===== src/rtl/cpu_types_pkg.sv =====
// Shared CPU types: register specifiers and the hazard sequencer state encoding.
package cpu_types_pkg;

    localparam int REG_W = 5;

    typedef logic [REG_W-1:0] regbits_t;

    typedef enum logic [1:0] {
        RUN     = 2'd0,
        MEMWAIT = 2'd1,
        HALTED  = 2'd2
    } pipe_state_t;

endpackage


===== src/rtl/pipe_hazard_ctrl_load_use_detect.sv =====
// Load-use hazard compare: a load in EX whose destination is a source of the instr in ID.
module load_use_detect
    import cpu_types_pkg::*;
(
    input  logic     ex_dREN,
    input  regbits_t ex_wsel,
    input  regbits_t id_rs,
    input  regbits_t id_rt,
    output logic     hazard
);

    // $zero is never a real dependency, so a load targeting r0 never stalls
    always_comb begin
        hazard = ex_dREN && (ex_wsel != '0) && ((ex_wsel == id_rs) || (ex_wsel == id_rt));
    end

endmodule


===== src/rtl/pipe_hazard_ctrl.sv =====
// Stall/flush sequencer for the 5-stage pipeline.
// Optional perf counters (stall_cnt, flush_cnt) are built when PIPE_PERF_CNT_EN is defined.
module pipe_hazard_ctrl
    import cpu_types_pkg::*;
#(
    parameter int CNT_W = 32
) (
    input  logic     CLK,
    input  logic     nRST,
    input  logic     ihit,
    input  logic     dhit,
    input  regbits_t id_rs,
    input  regbits_t id_rt,
    input  logic     id_jump,
    input  logic     ex_dREN,
    input  regbits_t ex_wsel,
    input  logic     mem_dREN,
    input  logic     mem_dWEN,
    input  logic     mem_br_taken,
    input  logic     wb_halt,
    output logic     pc_en,
    output logic     ifid_en,
    output logic     ifid_flush,
    output logic     idex_en,
    output logic     idex_flush,
    output logic     exmem_en,
    output logic     exmem_flush,
    output logic     memwb_en,
    output logic     memwb_flush,
    output logic     halt
`ifdef PIPE_PERF_CNT_EN
    ,
    output logic [CNT_W-1:0] stall_cnt,
    output logic [CNT_W-1:0] flush_cnt
`endif
);

    pipe_state_t state_q, state_d;
    logic        halt_q, halt_d;
    logic        load_use;
    logic        mem_stall;
    logic        stall_evt;
    logic        flush_evt;

    load_use_detect u_load_use_detect (
        .ex_dREN (ex_dREN),
        .ex_wsel (ex_wsel),
        .id_rs   (id_rs),
        .id_rt   (id_rt),
        .hazard  (load_use)
    );

    assign mem_stall = (mem_dREN || mem_dWEN) && !dhit;

    always_comb begin
        state_d = state_q;
        halt_d  = halt_q;
        if (state_q != HALTED) begin
            if (wb_halt) begin
                state_d = HALTED;
                halt_d  = 1'b1;
            end else if (state_q == RUN && mem_stall) begin
                state_d = MEMWAIT;
            end else if (state_q == MEMWAIT && dhit) begin
                state_d = RUN;
            end
        end
    end

    // Flushed registers also get en=0 so flush dominance never matters downstream
    always_comb begin
        pc_en       = 1'b1;
        ifid_en     = 1'b1;
        ifid_flush  = 1'b0;
        idex_en     = 1'b1;
        idex_flush  = 1'b0;
        exmem_en    = 1'b1;
        exmem_flush = 1'b0;
        memwb_en    = 1'b1;
        memwb_flush = 1'b0;
        stall_evt   = 1'b0;
        flush_evt   = 1'b0;
        if (!nRST) begin
            pc_en       = 1'b0;
            ifid_en     = 1'b0;
            ifid_flush  = 1'b1;
            idex_en     = 1'b0;
            idex_flush  = 1'b1;
            exmem_en    = 1'b0;
            exmem_flush = 1'b1;
            memwb_en    = 1'b0;
            memwb_flush = 1'b1;
        end else if (state_q == HALTED) begin
            pc_en    = 1'b0;
            ifid_en  = 1'b0;
            idex_en  = 1'b0;
            exmem_en = 1'b0;
            memwb_en = 1'b0;
        end else if (mem_stall) begin
            pc_en       = 1'b0;
            ifid_en     = 1'b0;
            idex_en     = 1'b0;
            exmem_en    = 1'b0;
            memwb_en    = 1'b0;
            memwb_flush = 1'b1;
            stall_evt   = 1'b1;
        end else if (mem_br_taken) begin
            ifid_en     = 1'b0;
            ifid_flush  = 1'b1;
            idex_en     = 1'b0;
            idex_flush  = 1'b1;
            exmem_en    = 1'b0;
            exmem_flush = 1'b1;
            flush_evt   = 1'b1;
        end else if (load_use) begin
            pc_en      = 1'b0;
            ifid_en    = 1'b0;
            idex_en    = 1'b0;
            idex_flush = 1'b1;
            stall_evt  = 1'b1;
        end else if (id_jump) begin
            ifid_en    = 1'b0;
            ifid_flush = 1'b1;
            flush_evt  = 1'b1;
        end else if (!ihit) begin
            pc_en      = 1'b0;
            ifid_en    = 1'b0;
            ifid_flush = 1'b1;
            stall_evt  = 1'b1;
        end
    end

    always_ff @(posedge CLK or negedge nRST) begin
        if (!nRST) begin
            state_q <= RUN;
            halt_q  <= 1'b0;
        end else begin
            state_q <= state_d;
            halt_q  <= halt_d;
        end
    end

    assign halt = halt_q;

`ifdef PIPE_PERF_CNT_EN
    logic [CNT_W-1:0] stall_cnt_q, stall_cnt_d;
    logic [CNT_W-1:0] flush_cnt_q, flush_cnt_d;

    // Events are already suppressed in HALTED and reset, which freezes the counters
    always_comb begin
        stall_cnt_d = stall_cnt_q + CNT_W'(stall_evt);
        flush_cnt_d = flush_cnt_q + CNT_W'(flush_evt);
    end

    always_ff @(posedge CLK or negedge nRST) begin
        if (!nRST) begin
            stall_cnt_q <= '0;
            flush_cnt_q <= '0;
        end else begin
            stall_cnt_q <= stall_cnt_d;
            flush_cnt_q <= flush_cnt_d;
        end
    end

    assign stall_cnt = stall_cnt_q;
    assign flush_cnt = flush_cnt_q;
`else
    logic [CNT_W-1:0] unused_cnt_w;
    logic             unused_evt;
    assign unused_cnt_w = '0;
    assign unused_evt   = stall_evt ^ flush_evt;
`endif

endmodule


===== config.mk =====
export PLATFORM = sky130hd
export DESIGN_NAME = pipe_hazard_ctrl
export DESIGN_NICKNAME = d
export VERILOG_FILES = /design/src/rtl/cpu_types_pkg.sv /design/src/rtl/pipe_hazard_ctrl_load_use_detect.sv /design/src/rtl/pipe_hazard_ctrl.sv
export SDC_FILE = /design/constraint.sdc
export NUM_CORES = 1
export LEC_CHECK = 0
export CAP_MARGIN = 20
export CORE_AREA = 3 3 40 42
export DETAILED_ROUTE_END_ITERATION = 6
export DIE_AREA = 0 0 43 45
export GPL_ROUTABILITY_DRIVEN = 0
export HOLD_SLACK_MARGIN = 0.12
export PLACE_DENSITY = 0.75
export SLEW_MARGIN = 20
export SYNTH_ARGS = -nofsm -noshare
export SYNTH_HDL_FRONTEND = slang
export SYNTH_SLANG_ARGS = --single-unit

===== constraint.sdc =====
create_clock -name CLK -period 5.5 [get_ports CLK]
set_clock_uncertainty 0.15 [all_clocks]
set_input_delay 1.65 -clock CLK [delete_from_list [all_inputs] [get_ports CLK]]
set_output_delay 1.65 -clock CLK [all_outputs]
set_load 0.02 [all_outputs]

# ---- Word-level counts from Yosys, hierarchy flattened
# Index checks and enable logic that the tools add are counted.
dict set report word_totals {
  reg_bits 3
  elab_cells 67
  inputBits 25
  output_inout_bits 10
}
dict set report classes {
  n_reduce_logical 13
  n_mux 47
  n_eq_ne 5
}
# operator n
set ops {}
lappend ops {{two-way mux 1 bit} 44}
lappend ops {{equality test 5 bit} 2}
lappend ops {{two-way mux 2 bit} 3}
lappend ops {{logical AND 1 bit} 5}
lappend ops {{nonzero test 5 bit} 1}
lappend ops {{AND reduction 2 bit} 2}
lappend ops {{nonzero test 3 bit} 1}
lappend ops {{equality test 2 x 1 -> 1 bit (second input constant)} 1}
lappend ops {{equality test 2 bit (second input constant)} 1}
lappend ops {{logical NOT 2 bit} 1}
lappend ops {{logical OR 1 bit} 2}
lappend ops {{inequality test 2 bit (second input constant)} 1}
lappend ops {{logical NOT 1 bit} 1}

# ---- Logic depth before layout (Yosys ltp)
dict set report depth {
  word_depth 8
  ltp_mapped 4
  ltp_nobuf 4
}

# ---- Modules after synthesis
# From an unflattened synthesis, not the netlist that was laid out.
dict set report unflattened {
  hier_cells 47
  area_unflattened_um2 376.6
}
# mod cells_per_inst area_per_inst_um2 seq_area_each_um2 n_inst
set by_module_without_submodules {}
lappend by_module_without_submodules {pipe_hazard_ctrl 30 251.5 75.1 1}
lappend by_module_without_submodules {load_use_detect 17 125.1 0.0 1}

# ---- Worst setup path after synthesis
# Ideal clock, no wire load.
dict set report synth_path {
  path_kind {input to output}
  start {input mem_dWEN}
  end {output ifid_flush}
  t_required_ps 3700
  path_buffers 0
  slack_ps 643
  path_stages 4
  arrival_ps 3057
  path_cell_list {o21ba_2 > o31ai_1 > nor2b_1 > a21oi_1}
}
dict set report synth_via {
  elab_chain_cells 5
}
# element line_no
set synth_lines {}
lappend synth_lines {{start: declaration} pipe_hazard_ctrl.sv:18} ;# input logic mem_dWEN,
lappend synth_lines {{logical OR 1 bit} pipe_hazard_ctrl.sv:53} ;# assign mem_stall = (mem_dREN || mem_dWEN) && !dhit;
lappend synth_lines {{logical AND 1 bit} pipe_hazard_ctrl.sv:53}
lappend synth_lines {{two-way mux 1 bit} pipe_hazard_ctrl.sv:99} ;# end else if (mem_stall) begin
lappend synth_lines {{two-way mux 1 bit} pipe_hazard_ctrl.sv:93} ;# end else if (state_q == HALTED) begin
lappend synth_lines {{two-way mux 1 bit} pipe_hazard_ctrl.sv:83} ;# if (!nRST) begin
lappend synth_lines {{end: declaration} pipe_hazard_ctrl.sv:23} ;# output logic ifid_flush,
# Every way passes these cells.

# ---- Worst setup path after layout
dict set report layout_path {
  start {input ex_wsel[1]}
  end {output ifid_en}
}
dict set report layout_via {
  elab_chain_cells 8
  word_cells_on_any_way 11
  classes_between {2 x eq/ne; 5 x mux; 4 x reduce/logical}
}
# element line_no
set layout_lines {}
lappend layout_lines {{start: declaration} pipe_hazard_ctrl.sv:16} ;# input regbits_t ex_wsel,
lappend layout_lines {{equality test 5 bit or nonzero test 5 bit (tied branches)} pipe_hazard_ctrl_load_use_detect.sv:14} ;# hazard = ex_dREN && (ex_wsel != '0) && ((ex_wsel == id_rs) || (ex_wsel == id_rt));
lappend layout_lines {{logical OR 1 bit or logical AND 1 bit (tied branches)} pipe_hazard_ctrl_load_use_detect.sv:14}
lappend layout_lines {{logical AND 1 bit (*)} pipe_hazard_ctrl_load_use_detect.sv:14}
lappend layout_lines {{two-way mux 1 bit (*)} pipe_hazard_ctrl.sv:115} ;# end else if (load_use) begin
lappend layout_lines {{two-way mux 1 bit (*)} pipe_hazard_ctrl.sv:107} ;# end else if (mem_br_taken) begin
lappend layout_lines {{two-way mux 1 bit (*)} pipe_hazard_ctrl.sv:99}
lappend layout_lines {{two-way mux 1 bit (*)} pipe_hazard_ctrl.sv:93}
lappend layout_lines {{two-way mux 1 bit (*)} pipe_hazard_ctrl.sv:83}
lappend layout_lines {{end: declaration} pipe_hazard_ctrl.sv:22} ;# output logic ifid_en,
# Every way passes the cells marked *; elsewhere a longest branch is shown, timed or not.

==> results.yml <==
outcome:
  outcome: "finished, final reports clean"
route:
  highest_layer: "met3"
  met2_wirelength_um: 688
  drt-initial-drc-count: 3
  drt-met1-wl_um: 501
  drc_errors: 0
  viasPerCell: 4.46
  ant_nets: 0
  drt-wirelength-per-cell_um: 11.6
  first_pass_iters: 4
  via_count: 477
  dr_wl_met3_um: 56
  routed_wl_mm: 1.25
clock_tree:
  path_clk_slew_ns: 0.03
  cts_buffers: 3
  cts-root-buf: "clkbuf_4"
  hold_buffers: 0
  clock-sinks: 3
  cts_setup_buffers: 0
  cts_tree: "built"
  postCtsResizedCells: 5
  h-tree-depth: 1
  clk_path_buf_depth: 2
  insertion_delay_ns: 0.22
floorplan:
  die_area_mm2: 0.00194
  rows: 13
  io_pins: 35
  die_h_um: 45
  die_w_um: 43
  coreArea_mm2: 0.00128
  start_util_pct: 29.1
final_layout:
  layout_commonest_cell: "clkdlybuf4s50_1"
  layout.cells.most_common_list: "clkdlybuf4s50_1 (29), xnor2_1 (10), buf_4 (9)"
  nets: 118
  final_layout_size_suffix_gt1_share_pct: 18.5
  final_area_um2: 821
  nFillCells: 118
  n_antenna_cell: 0
  syn2layout_area_growth_pct: 119
synth:
  syn_nets: 70
  synth_top_family_by_area: "compound AO/OA/AOI/OAI gates"
  syn-cell-area_um2: 374
  ys_types: 22
  synth_fa_ha_area_share_pct: 0
  synth_top_area_share_pct: 23.4
  synth_simple_gate_area_share_pct: 18.4
  synthMuxAreaShare_pct: 0
  synth_area_leader_cell: "xnor2_1"
  synth-compound-area-share_pct: 34.1
  ys_top_cells_by_area: "xnor2_1 (23%), dfrtp_1 (20%), a2111oi_4 (7.4%), inv_1 (4.0%), nor2_1 (4.0%)"
  ys_seq_area_share_pct: 20.1
  yosys_warnings: 0
  avgSynthCellArea_um2: 8.31
  ys_seq_elements: 3
  synth_xor_area_share_pct: 23.4
  postSynthCellCount: 45
timing:
  setup_tns_ns: 0
  hold_viol_final: 0
  rsz0062_at_grt: "false"
  slew_headroom_pct: 69.5
  holdWs_ns: 0.324
  fin_crit_ns: 5.35
  setup_violations: 0
  fin_crit_sh_pct: 97.4
  fmax_ghz: 0.187
  slew_violations: 0
  worstMarginPinSlew_ns: 0.454
grt:
  antenna_found_initial: 0
  grt_max_degree: 6
  track_usage_pct: 13.8
  grt-ovfl-total: 0
  grt_pass1_wl_mm: 2.08
  grt_pass1_vias: 490
pwr:
  total_power_mw: 0.108
  vdd_drop_max_mv: 0.112
  power_density_mw_per_mm2: 131
  p_leak_nw: 0.334
critical_path:
  crit_path_top_delay_cell: "or4_1"
  path_cells: "clkdlybuf4s50_1, or4_1, o21a_2, a2111oi_4, dlygate4sd2_1"
  path_max_fanout: 4
  cp_slowest_stage_delay_ns: 0.54
  required_ns: 3.70
  critPathLaunchType: "primary input"
  criticalPathCategory: "in -> out"
  crit_path_end_kind: "output pin"
  arrival_ns: 3.55
place:
  dpl_cell_area_um2: 801
  dp_hpwl_mm: 1.12
  io_buffers: 34
flow_run:
  cap_viol_max_count: 0
min_path:
  hold_class: "reg -> reg"
==> power breakdown <==
part	internal [mW]	switching, mW	leakage, nW
clock	0.0270	0.00912	0.0150
sequential	0.0229	0.000285	0.0327
combinational	0.0303	0.0180	0.286
total	0.0803	0.0274	0.334
==> cells in the mapped netlist <==
cell type	instances
a2111oi_4	1
a211oi_1	1
a21oi_1	2
a31o_1	1
a31oi_1	1
dfrtp_1	3
inv_1	4
nand2_1	3
nand2b_1	1
nand3_1	2
nor2_1	4
nor2b_1	2
o21a_2	1
o21ba_2	1
o21bai_1	1
o221a_2	1
o22ai_1	1
o311ai_0	1
o31ai_1	2
or2_2	1
or4_1	1
xnor2_1	10
==> per-layer routing <==
layer	vias up	track usage (%)
li1	257	-
met5	-	0
met3	0	1.20
met4	0	1.81
met1	206	15.9
met2	14	28.1
==> state kept, by name (all words and copies together), names as in the netlist <==
signal   cells
state_q      2
halt         1
==> per-stage QoR <==
step           worst slack [ns]  utilization [%]  instances
2_1_floorplan             0.643                -         45
3_3_place_gp             -0.116             62.3        103
3_5_place_dp             -0.145             62.3        103
4_1_cts                   0.142             63.9        107
5_1_grt                  0.0492             63.9        107
6_report                  0.146             63.9        107
==> final timing paths <==
check	depth (start not counted)	start	endpoint	slack [ns]
min in group asynchronous	2	nRST	state_q[0]	1.62
min reg2reg	1	halt	halt	0.32
max	5	ex_wsel[1]	ifid_en	0.15
min	1	halt	halt	0.32
max in group asynchronous	2	nRST	halt	3.48
max reg2reg	2	state_q[1]	halt	4.45
==> final cells by class <==
type / instances / area [um^2] / area share, %
Sequential cell: 3 / 75.1 / 9.15
Tap cell: 15 / 18.8 / 2.29
Multi-Input combinational cell: 38 / 284 / 34.6
Clock buffer: 4 / 26.3 / 3.20
Inverter: 4 / 15.0 / 1.83
Timing Repair Buffer: 43 / 402 / 48.9
==> cells by family after synthesis <==
kind of cell    Yosys count
xor+xnor                 10
compound gates           14
flops                     3
buf+inv                   4
simple gates             14
==> critical path: cells and delay by family <==
| family | cells | cell delay, ns |
|---|---|---|
| AOI/OAI and AO/OA | 2 | 0.58 |
| buffers and inverters | 2 | 0.78 |
| and+or+nand+nor | 1 | 0.54 |
(Power assumes the default switching activity.)
